### src/rtl/wb_pkg.sv
// Shared types and constants for the register-file writeback unit.
package wb_pkg;

    localparam int XLEN   = 32;
    localparam int REG_AW = 5;
    localparam int NREGS  = 1 << REG_AW;

    // One buffered register write: destination and value.
    typedef struct packed {
        logic [REG_AW-1:0] rd;
        logic [XLEN-1:0]   data;
    } wb_entry_t;

    // One-hot encoding of a register index, used to build the pending mask.
    function automatic logic [NREGS-1:0] reg_onehot(input logic [REG_AW-1:0] idx);
        return NREGS'(1) << idx;
    endfunction

endpackage

### src/rtl/wb_fifo.sv
// Circular buffer for load results. Every slot is visible at once, with a
// valid bit, so the top level can build the pending mask and the bypass.
module wb_fifo
    import wb_pkg::*;
#(
    parameter int DEPTH = 4
) (
    input  logic                    clk,
    input  logic                    rst,
    input  logic                    push,
    input  wb_entry_t               push_entry,
    input  logic                    pop,
    output wb_entry_t               head,
    output logic                    full,
    output logic                    empty,
    output wb_entry_t [DEPTH-1:0]   entries,
    output logic [DEPTH-1:0]        valid
);

    localparam int PW = $clog2(DEPTH);
    localparam int CW = PW + 1;

    logic [PW-1:0] wr_ptr_reg;
    logic [PW-1:0] rd_ptr_reg;
    logic [CW-1:0] count_reg;
    wb_entry_t     mem_reg [DEPTH];

    logic do_push;
    logic do_pop;

    assign full    = (count_reg == CW'(DEPTH));
    assign empty   = (count_reg == '0);
    assign do_push = push && !full;
    assign do_pop  = pop && !empty;
    assign head    = mem_reg[rd_ptr_reg];

    // Pointer and occupancy bookkeeping; reset discards everything buffered.
    always_ff @(posedge clk or posedge rst) begin
        if (rst) begin
            wr_ptr_reg <= '0;
            rd_ptr_reg <= '0;
            count_reg  <= '0;
        end else begin
            if (do_push) wr_ptr_reg <= wr_ptr_reg + 1'b1;
            if (do_pop)  rd_ptr_reg <= rd_ptr_reg + 1'b1;
            if (do_push && !do_pop)      count_reg <= count_reg + 1'b1;
            else if (do_pop && !do_push) count_reg <= count_reg - 1'b1;
        end
    end

    // Storage needs no reset: slot contents only matter while their valid bit is set.
    always_ff @(posedge clk) begin
        if (do_push) mem_reg[wr_ptr_reg] <= push_entry;
    end

    // A slot is live when its distance from the read pointer is below the count.
    generate
        for (genvar gi = 0; gi < DEPTH; gi++) begin : g_slot
            logic [PW-1:0] offset;
            assign offset      = PW'(gi) - rd_ptr_reg;
            assign valid[gi]   = ({1'b0, offset} < count_reg);
            assign entries[gi] = mem_reg[gi];
        end
    endgenerate

endmodule

### src/rtl/reg_writeback.sv
// Writeback unit: merges ALU and load results into the single registered
// register-file write port, and exposes pending writes for stall and bypass.
module reg_writeback
    import wb_pkg::*;
#(
    parameter int DEPTH = 4
) (
    input  logic        clk,
    input  logic        rst,
    input  logic        alu_valid,
    input  logic [4:0]  alu_rd,
    input  logic [31:0] alu_data,
    input  logic        lsu_valid,
    output logic        lsu_ready,
    input  logic [4:0]  lsu_rd,
    input  logic [31:0] lsu_data,
    output logic        wEn,
    output logic [4:0]  addrD,
    output logic [31:0] dataD,
    output logic [31:0] pend_mask,
    input  logic [4:0]  fwd_addrA,
    input  logic [4:0]  fwd_addrB,
    output logic        fwd_hitA,
    output logic        fwd_hitB,
    output logic [31:0] fwd_dataA,
    output logic [31:0] fwd_dataB
);

    wb_entry_t              fifo_head;
    wb_entry_t [DEPTH-1:0]  fifo_ent;
    logic [DEPTH-1:0]       fifo_vld;
    logic                   fifo_full;
    logic                   fifo_empty;
    logic                   alu_take;
    logic                   fifo_pop;
    logic                   lsu_push;

    // ALU wins the port; writes to x0 are dropped so they never block a pop.
    assign alu_take  = alu_valid && (alu_rd != '0);
    assign fifo_pop  = !alu_take && !fifo_empty;
    assign lsu_ready = !fifo_full;
    // Loads to x0 complete the handshake but are not stored.
    assign lsu_push  = lsu_valid && lsu_ready && (lsu_rd != '0);

    wb_fifo #(.DEPTH(DEPTH)) u_fifo (
        .clk        (clk),
        .rst        (rst),
        .push       (lsu_push),
        .push_entry ('{rd: lsu_rd, data: lsu_data}),
        .pop        (fifo_pop),
        .head       (fifo_head),
        .full       (fifo_full),
        .empty      (fifo_empty),
        .entries    (fifo_ent),
        .valid      (fifo_vld)
    );

    // Output stage: address/data hold their last value when nothing is written.
    always_ff @(posedge clk or posedge rst) begin
        if (rst) begin
            wEn   <= 1'b0;
            addrD <= '0;
            dataD <= '0;
        end else if (alu_take) begin
            wEn   <= 1'b1;
            addrD <= alu_rd;
            dataD <= alu_data;
        end else if (fifo_pop) begin
            wEn   <= 1'b1;
            addrD <= fifo_head.rd;
            dataD <= fifo_head.data;
        end else begin
            wEn   <= 1'b0;
        end
    end

    // Per-slot mask contribution and bypass matches.
    logic [31:0]      slot_mask [DEPTH];
    logic [DEPTH-1:0] slot_hit_a;
    logic [DEPTH-1:0] slot_hit_b;
    logic             out_hit_a;
    logic             out_hit_b;

    generate
        for (genvar gi = 0; gi < DEPTH; gi++) begin : g_cmp
            assign slot_mask[gi]  = fifo_vld[gi] ? reg_onehot(fifo_ent[gi].rd) : '0;
            assign slot_hit_a[gi] = fifo_vld[gi] && (fwd_addrA != '0) && (fifo_ent[gi].rd == fwd_addrA);
            assign slot_hit_b[gi] = fifo_vld[gi] && (fwd_addrB != '0) && (fifo_ent[gi].rd == fwd_addrB);
        end
    endgenerate

    assign out_hit_a = wEn && (fwd_addrA != '0) && (addrD == fwd_addrA);
    assign out_hit_b = wEn && (fwd_addrB != '0) && (addrD == fwd_addrB);
    assign fwd_hitA  = out_hit_a || (|slot_hit_a);
    assign fwd_hitB  = out_hit_b || (|slot_hit_b);

    // OR-trees: at most one pending write per register, so OR-ing masked data selects it.
    always_comb begin
        pend_mask = wEn ? reg_onehot(addrD) : '0;
        fwd_dataA = out_hit_a ? dataD : '0;
        fwd_dataB = out_hit_b ? dataD : '0;
        for (int i = 0; i < DEPTH; i++) begin
            pend_mask = pend_mask | slot_mask[i];
            fwd_dataA = fwd_dataA | (slot_hit_a[i] ? fifo_ent[i].data : '0);
            fwd_dataB = fwd_dataB | (slot_hit_b[i] ? fifo_ent[i].data : '0);
        end
    end

endmodule

### config.mk
export PLATFORM = sky130hd
export DESIGN_NAME = reg_writeback
export DESIGN_NICKNAME = d
export VERILOG_FILES = /design/src/rtl/wb_pkg.sv /design/src/rtl/wb_fifo.sv /design/src/rtl/reg_writeback.sv
export SDC_FILE = /design/constraint.sdc
export NUM_CORES = 1
export LEC_CHECK = 0
export ABC_AREA = 1
export BUFFER_PORTS_ARGS = -buffer_cell sky130_fd_sc_hd__buf_2
export CORE_ASPECT_RATIO = 1.4
export CORE_MARGIN = 4
export CORE_UTILIZATION = 51
export CTS_CLUSTER_DIAMETER = 120
export DETAILED_ROUTE_END_ITERATION = 10
export PLACE_DENSITY = 0.73
export SLEW_MARGIN = 20
export SYNTH_ARGS = -nofsm -noshare
export SYNTH_HDL_FRONTEND = slang
export SYNTH_SLANG_ARGS = --single-unit
export TNS_END_PERCENT = 10
### constraint.sdc
create_clock -name clk -period 4.2 [get_ports clk]
set_clock_uncertainty 0.1 [all_clocks]
set_input_delay 0 -clock clk [delete_from_list [all_inputs] [get_ports clk]]
set_output_delay 0 -clock clk [all_outputs]
set_load 0.005 [all_outputs]
==> flow_summary.yaml, run 1 <==
finish:
  largest_reg_flops: 148
  final_util: 0.620
  drive_gt1_frac: 0.167
  fillers: 2336
  n_antenna_cell: 0
  final_nets: 2157
  syn2layout_area_growth_pct: 18.7
power:
  p_leak_nw: 7.38
  ir_drop_uv: 389
  power_mw: 9.34
  powerDensity_nw_per_um2: 587
setup_path:
  path_class: "reg2out"
  cp_cell_sequence: "nand2_1 -> inv_1 -> nor2_1 -> inv_1 -> ha_1 -> a21oi_2 -> nor2_4 -> nor2_4 -> buf_4 -> nand3_1 -> nand2_1 -> inv_1 -> nand2_1 -> buf_2"
  rrSetupSlack_ns: 1.50
  rr_endpoint: "u_fifo.count_reg[2]"
  r2r.worst_path.cells: 10
  crit_fanout: 20
  worstSetupStartpointType: "register"
  arrival_ns: 3.65
  worst_setup_path_end_kind: "output pin"
  required_ns: 4.10
  cp_slowest_stage_delay_ns: 0.62
  worstReg2RegStart: "u_fifo.count_reg[2]"
  critPathSlowestCell: "nor2_4"
clock_network:
  cts_inserted_buffers: 17
  cts_max_path_buffers: 2
  insertion_delay_ns: 0.45
  cts-root-buf: "clkbuf_16"
  numClockSinks: 193
  cts_max_level: 4
  cts_tree: "built"
  clkTransAtPathRegs_ns: 0.08
global_routing:
  first_global_vias: 15300
  grt_use_total: 0.373
  grt_max_degree: 46
  grt_pass1_wl_um: 84100
  grt_overflow: 0
  antenna_found_initial: 0
synth:
  synth_area_sq_um: 13400
  yosysTopAreaCellShare: 0.332
  synth_cells: 1838
  ys.warnings.count: 0
  avgSynthCellArea_sq_um: 7.28
  yosysMostFrequentCell: "nand2_1"
  synth_edf_count: 148
  synthDistinctLibCells: 43
  syn_nets: 1936
  ys_seq_area_frac: 0.416
  synth_seq_cells: 193
  synth_area_leader_cell: "edfxtp_1"
  ys_top_cells_by_count: "nand2_1 (539), nand3_1 (326), nor2_1 (181)"
  ys.flop_type: "edfxtp_1"
  post_synth_main_area_contributors: "edfxtp_1 (33%), nand2_1 (15%), nand3_1 (12%)"
  async_flop_share: 0.233
die:
  fp.dieW_um: 145
  dieArea_sq_um: 28900
  die_h_um: 200
  num_io_pins: 225
  rows: 69
  core-area_sq_um: 25600
  initial_core_util: 0.522
detailed_routing:
  drt-initial-drc-count: 1890
  post-route-drc-count: 0
  drtPass1Iterations: 6
  wl_um: 54700
  route.vias.total: 15000
  ant_nets: 0
  viasPerCell: 6.27
  wl_per_cell_um: 22.9
min_path:
  min_to: "u_fifo.wr_ptr_reg[0]"
  hold_path_depth: 3
  holdCritPathClass: "in2reg"
  hold_start: "lsu_valid"
sta:
  tightest_slew_ns: 1.21
  slew_viol_final: 0
  grt_setup_unrepaired: "no"
  period_minus_slack_ns: 3.75
  fmax_mhz: 266
  slew_headroom: 0.192
  finalSetupViolCount: 0
  fin_ws_ns: 0.446
  hold_violations: 0
  tns_ns: 0
  post-route-period-util: 0.894
run:
  drv_cap: 0
place:
  place_ws_ns: 1.10
  io_buffers: 224
  place_hpwl_um: 34300
  gp_congestion: 1.06
outcome:
  outcome: "complete, no violations"
[critical path: cells and delay by family (launching register included)]
family | cells | cell delay, ns
AOI/OAI and AO/OA | 1 | 0.18
adders and majority gates | 1 | 0.29
buffers and inverters | 5 | 0.71
and+or+nand+nor | 7 | 1.47
DFF | 1 | 0.52
[power breakdown]
part	switching, mW	internal (mW)
clock network	0.819	0.790
registers	0.599	2.57
logic	3.27	1.29
[metal layers]
metal	vias up	global-route usage	wire length, um
li1	6606	-	-
met1	6793	0.432	18500
met2	1273	0.622	25400
met3	322	0.0910	7130
met4	0	0.244	3640
met5	-	0	0
[through the flow]
stage / cell area, sq um / cells / hold slack (ns)
2_1_floorplan: 13400 / 1838 / -0.00113
3_3_place_gp: 14500 / 2281 / 0.115
3_5_place_dp: 14500 / 2281 / 0.117
4_1_cts: 15900 / 2390 / 0.110
5_1_grt: 15900 / 2391 / 0.144
6_report: 15900 / 2391 / 0.115
[cell families after synthesis]
kind of cell | after synthesis | synth area share
compound gates | 111 | 0.0567
xor+xnor | 33 | 0.0216
fa+ha+maj | 10 | 0.00991
buf+inv | 288 | 0.0973
flops | 193 | 0.416
simple gates | 1203 | 0.398
[cells in the final DEF, fill, tap and decap left out, types with 21 or more instances in the layout]
cell and instances:
nand2_1 539, nand3_1 324, buf_2 224, nor2_1 173, edfxtp_1 148, inv_1 143
dlygate4sd3_1 77, nand4_1 66, dfrtp_1 45, nor3_1 38, buf_4 29, a21oi_1 25
nor2_4 21
[cell type report]
cell class	instances	area (sq um)	share of cell area
multi-input cells	1357	6630	0.417
flip-flops and latches	193	5570	0.350
repair buffers	331	2130	0.134
inverters	159	597	0.0376
clock buffers	17	425	0.0268
well taps	319	399	0.0251
clock inverters	15	145	0.00913
[timing repair]
action | CTS | global route
hold buffers | 77 | 0
hold endpoints to repair | 230 | 0
gates resized for setup | 0 | 0
setup buffers | 0 | 0
[how the worst max path moves through the flow]
stage,end,cells past startpoint,start,slack [ns]
2_1_floorplan,u_fifo.mem_reg[0][0],4,u_fifo.count_reg[2],1.28
3_3_place_gp,fwd_dataB[9],14,u_fifo.rd_ptr_reg[0],1.19
3_5_place_dp,fwd_dataB[9],14,u_fifo.rd_ptr_reg[0],1.10
4_1_cts,fwd_dataB[9],14,u_fifo.rd_ptr_reg[0],0.58
5_1_grt,fwd_dataB[9],14,u_fifo.rd_ptr_reg[0],0.31
6_report,fwd_dataB[5],14,u_fifo.rd_ptr_reg[0],0.45
Power figures use the tool's default switching activity.
==> run 2: changes to the inputs <==
CORE_UTILIZATION = 24   (was 51)
PLACE_DENSITY = not set   (was 0.73)
==> flow_summary.yaml, run 2 (synthesis gave the netlist of run 1 again) <==
setup_path:
  worstSetupStartpointType: "register"
  r2r.worst_path.cells: 4
  crit_fanout: 24
  rr_endpoint: "u_fifo.mem_reg[2][22]"
  arrival_ns: 3.42
  crit_end: "fwd_dataA[11]"
  worst_setup_path_end_kind: "output pin"
  rrSetupSlack_ns: 1.40
  required_ns: 4.10
  worstReg2RegStart: "u_fifo.count_reg[2]"
  startpoint: "u_fifo.rd_ptr_reg[0]"
  path_class: "reg2out"
global_routing:
  grt_max_degree: 46
  grt_pass1_wl_um: 93900
  first_global_vias: 14800
  grt_overflow: 0
  grt_use_total: 0.208
  antenna_found_initial: 1
power:
  p_leak_nw: 7.46
  powerDensity_nw_per_um2: 589
  p_switching_mw: 5.01
  clkPwrFrac: 0.174
  pwr-share-seq: 0.320
  power_frac_comb: 0.507
  p_sw_frac: 0.514
  cellInternalPower_mw: 4.74
  ir_drop_uv: 408
place:
  gp_congestion: 0.932
  place_hpwl_um: 43600
  io_buffers: 224
  place_ws_ns: 1.18
clock_network:
  cts_max_level: 4
  numClockSinks: 193
  insertion_delay_ns: 0.47
  post_cts_buffers: 0
  cts_resized: 0
  cts_max_path_buffers: 2
  cts-root-buf: "clkbuf_16"
  clkTransAtPathRegs_ns: 0.08
  cts_tree: "built"
  cts_hold_buf: 77
  cts_inserted_buffers: 17
sta:
  fin_ws_ns: 0.677
  fmax_mhz: 284
  post-route-period-util: 0.839
  whs_ns: 0.174
  tightest_slew_ns: 1.07
  period_minus_slack_ns: 3.52
  hold_violations: 0
  tns_ns: 0
  slew_headroom: 0.285
  grt_setup_unrepaired: "no"
  finalSetupViolCount: 0
  slew_viol_final: 0
finish:
  final_util: 0.300
  fillers: 5925
  final_common_cell: "nand2_1"
  final_nets: 2169
  seq_area_sq_um: 5570
  syn2layout_area_growth_pct: 23.8
  drive_gt1_frac: 0.171
  multi_input_area_sq_um: 6630
  most-common-layout-cells: "nand2_1 (539), nand3_1 (324), buf_2 (224)"
  largest_reg_flops: 148
die:
  fp.dieW_um: 208
  rows: 102
  initial_core_util: 0.242
  num_io_pins: 225
  core-area_sq_um: 55300
  die_h_um: 287
  dieArea_sq_um: 59700
outcome:
  outcome: "complete, no violations"
detailed_routing:
  route.vias.total: 14900
  post-route-drc-count: 0
  wl_um: 64500
  drtPass1Iterations: 8
  ant_nets: 0
  wl_per_cell_um: 22.9
  drt-initial-drc-count: 1502
  viasPerCell: 5.30
run:
  drv_cap: 0
min_path:
  holdCritPathClass: "in2reg"
==> run 2: cell count changes in the layout (fill, tap and decap cells not counted), sizes merged <==
cell,previous run,this run
inv,164,166
buf,254,266
clkinvlp,2,0
diode,0,1
==> run 2: power by group through the flow <==
stage	Clock (mW)	Combinational, mW	Sequential, mW
finish	1.69	4.94	3.12
global route	1.80	5.25	3.18
CTS	1.73	4.89	3.11
detailed placement	0	4.81	3.15
global placement	0	4.75	3.13
floorplan	0	2.81	2.90
==> run 2: worst min-delay path by stage <==
stage	from	end	slack, ns	cells past startpoint
after floorplan	lsu_data[0]	u_fifo.mem_reg[0][0]	-0.001	0
after global placement	lsu_data[27]	u_fifo.mem_reg[1][27]	0.11	1
after detailed placement	lsu_data[13]	u_fifo.mem_reg[3][13]	0.12	1
after CTS	lsu_data[31]	u_fifo.mem_reg[3][31]	0.16	2
after global routing	lsu_data[31]	u_fifo.mem_reg[3][31]	0.19	2
final	lsu_valid	u_fifo.wr_ptr_reg[0]	0.17	3
==> run 2: cell type report <==
| cell class | instances | share of cell area |
|---|---|---|
| Multi-Input combinational cell | 1357 | 0.400 |
| Sequential cell | 193 | 0.336 |
| Timing Repair Buffer | 343 | 0.136 |
| Tap cell | 728 | 0.0550 |
| Inverter | 159 | 0.0360 |
| Clock buffer | 17 | 0.0257 |
| Clock inverter | 15 | 0.0105 |
| Antenna cell | 1 | 0.000151 |
==> run 2: worst max-delay path, cell delays in order (launching register included) <==
cell and delay (ns):
dfrtp_1 0.51, nand2_1 0.26, inv_1 0.09, nor2_1 0.18
ha_1 0.26, nand3_1 0.11, o21ai_2 0.12, nor2_4 0.41
buf_4 0.45, nand3_1 0.12, nand2_1 0.10, inv_1 0.04
nand2_1 0.14, buf_2 0.15
==> run 2: metrics by stage <==
| step | cells | total power [mW] | instance area, sq um |
|---|---|---|---|
| after global placement | 2703 | 7.88 | 15200 |
| after detailed placement | 2703 | 7.96 | 15200 |
| final | 2813 | 9.75 | 16600 |
| after global routing | 2812 | 10.2 | 16600 |
| after floorplan | 1838 | 5.71 | 13400 |
| after CTS | 2812 | 9.72 | 16600 |
==> run 2: metal layers <==
layer	GRT usage	part of all wire
met5	0	0.00017
met4	0.122	0.057
met3	0.0333	0.080
met2	0.351	0.48
met1	0.250	0.38
==> run 3: changes to the inputs <==
clock period = 3.5 ns   (was 4.2 ns; I/O delays follow)
==> flow_summary.yaml, run 3 (synthesis gave the netlist of run 1 again) <==
outcome:
  outcome: "complete, no violations"
sta:
  grt_setup_unrepaired: "no"
  post-route-period-util: 0.927
  fin_ws_ns: 0.256
  finalSetupViolCount: 0
  slew_viol_final: 0
  period_minus_slack_ns: 3.24
  fmax_mhz: 308
  slew_headroom: 0.289
  tns_ns: 0
  hold_violations: 0
  tightest_slew_ns: 1.06
finish:
  largest_reg_flops: 148
  final_nets: 2183
  most-common-layout-cells: "nand2_1 (538), nand3_1 (324), buf_2 (224)"
  drive_gt1_frac: 0.176
  final_common_cell: "nand2_1"
  syn2layout_area_growth_pct: 25.6
clock_network:
  cts_inserted_buffers: 17
  clkTransAtPathRegs_ns: 0.08
  insertion_delay_ns: 0.46
  cts_max_path_buffers: 2
  cts-root-buf: "clkbuf_16"
  cts_max_level: 4
  numClockSinks: 193
  cts_tree: "built"
  post_cts_buffers: 0
global_routing:
  grt_pass1_wl_um: 93000
  grt_use_total: 0.205
  first_global_vias: 14400
  antenna_found_initial: 5
  grt_max_degree: 38
  grt_overflow: 0
place:
  place_hpwl_um: 43700
  gp_congestion: 0.933
  io_buffers: 224
  place_ws_ns: 0.564
detailed_routing:
  ant_nets: 0
  drt-initial-drc-count: 1657
  wl_per_cell_um: 22.6
  post-route-drc-count: 0
  wl_um: 63800
  route.vias.total: 14700
  drtPass1Iterations: 7
  viasPerCell: 5.19
power:
  powerDensity_nw_per_um2: 706
  p_leak_nw: 7.57
  power_mw: 11.9
  ir_drop_uv: 416
die:
  rows: 102
  fp.dieW_um: 208
  die_h_um: 287
  core-area_sq_um: 55300
  dieArea_sq_um: 59700
  num_io_pins: 225
  initial_core_util: 0.242
min_path:
  hold_path_depth: 5
  holdCritPathClass: "in2reg"
setup_path:
  r2r.worst_path.cells: 4
  crit_fanout: 19
  required_ns: 3.40
  worstSetupStartpointType: "register"
  arrival_ns: 3.14
  worst_setup_path_end_kind: "output pin"
  path_class: "reg2out"
run:
  drv_cap: 0
[run 3: cell count changes in the layout (fill, tap and decap cells not counted), sizes merged]
cell,change
clkbuf,+1
buf,+13
inv,-4
diode,+1
dlygate4sd3,+1
bufinv,+3
[run 3: cell type report]
class                           count  area (sq um)
Multi-Input combinational cell   1357          6640
Fill cell                        5825         38500
Clock inverter                     14           193
Tap cell                          728           911
Clock buffer                       18           429
Antenna cell                        2          5.00
Sequential cell                   193          5570
Inverter                          159           597
Timing Repair Buffer              357          2470
[run 3: path summary, 6_finish.rpt]
path / end / from / slack, ns
max in group asynchronous: addrD[2] / rst / 1.87
min in group asynchronous: dataD[4] / rst / 0.53
worst max register to register: u_fifo.mem_reg[1][28] / u_fifo.count_reg[2] / 0.64
worst max-delay path: fwd_dataA[22] / u_fifo.rd_ptr_reg[1] / 0.26
worst min-delay path: dataD[21] / alu_valid / 0.18
worst min register to register: dataD[2] / dataD[2] / 0.44
[run 3: critical path, stage by stage, from the launching register on]
cell and delay [ns]:
dfrtp_1 0.46, inv_1 0.14, ha_1 0.34, nor2_2 0.12, nand2_1 0.08, o21ai_2 0.27
nor2_1 0.13, nand2_2 0.43, buf_12 0.24, nor2_1 0.06, nor2_1 0.09, nand2_1 0.13
buf_2 0.16
[run 3: metrics by stage]
step | hold slack (ns) | std cells | util | instance area, sq um
final | 0.177 | 2828 | 0.304 | 16800
after global routing | 0.193 | 2828 | 0.304 | 16800
after CTS | 0.154 | 2826 | 0.304 | 16800
after detailed placement | -0.0803 | 2716 | 0.278 | 15400
after global placement | -0.0798 | 2716 | 0.278 | 15400
after floorplan | -0.00113 | 1838 | - | 13400
[run 3: power by group]
group / internal, mW / switching [mW] / total (mW)
sequential: 3.08 / 0.624 / 3.70
combinational: 1.78 / 4.29 / 6.06
clock: 1.15 / 0.954 / 2.11
[run 3: routing by layer]
metal	global-route usage	up-vias	part of all wire
met5	0	-	0.00042
met4	0.109	4	0.056
met3	0.0336	204	0.086
met2	0.342	943	0.47
met1	0.255	6855	0.38
li1	-	6658	-
[run 3: what timing repair did]
item	in CTS	in global routing
hold buffers	78	0
endpoints found under the hold margin	230	0
gates resized for setup	0	3
endpoints found under the setup margin	0	26
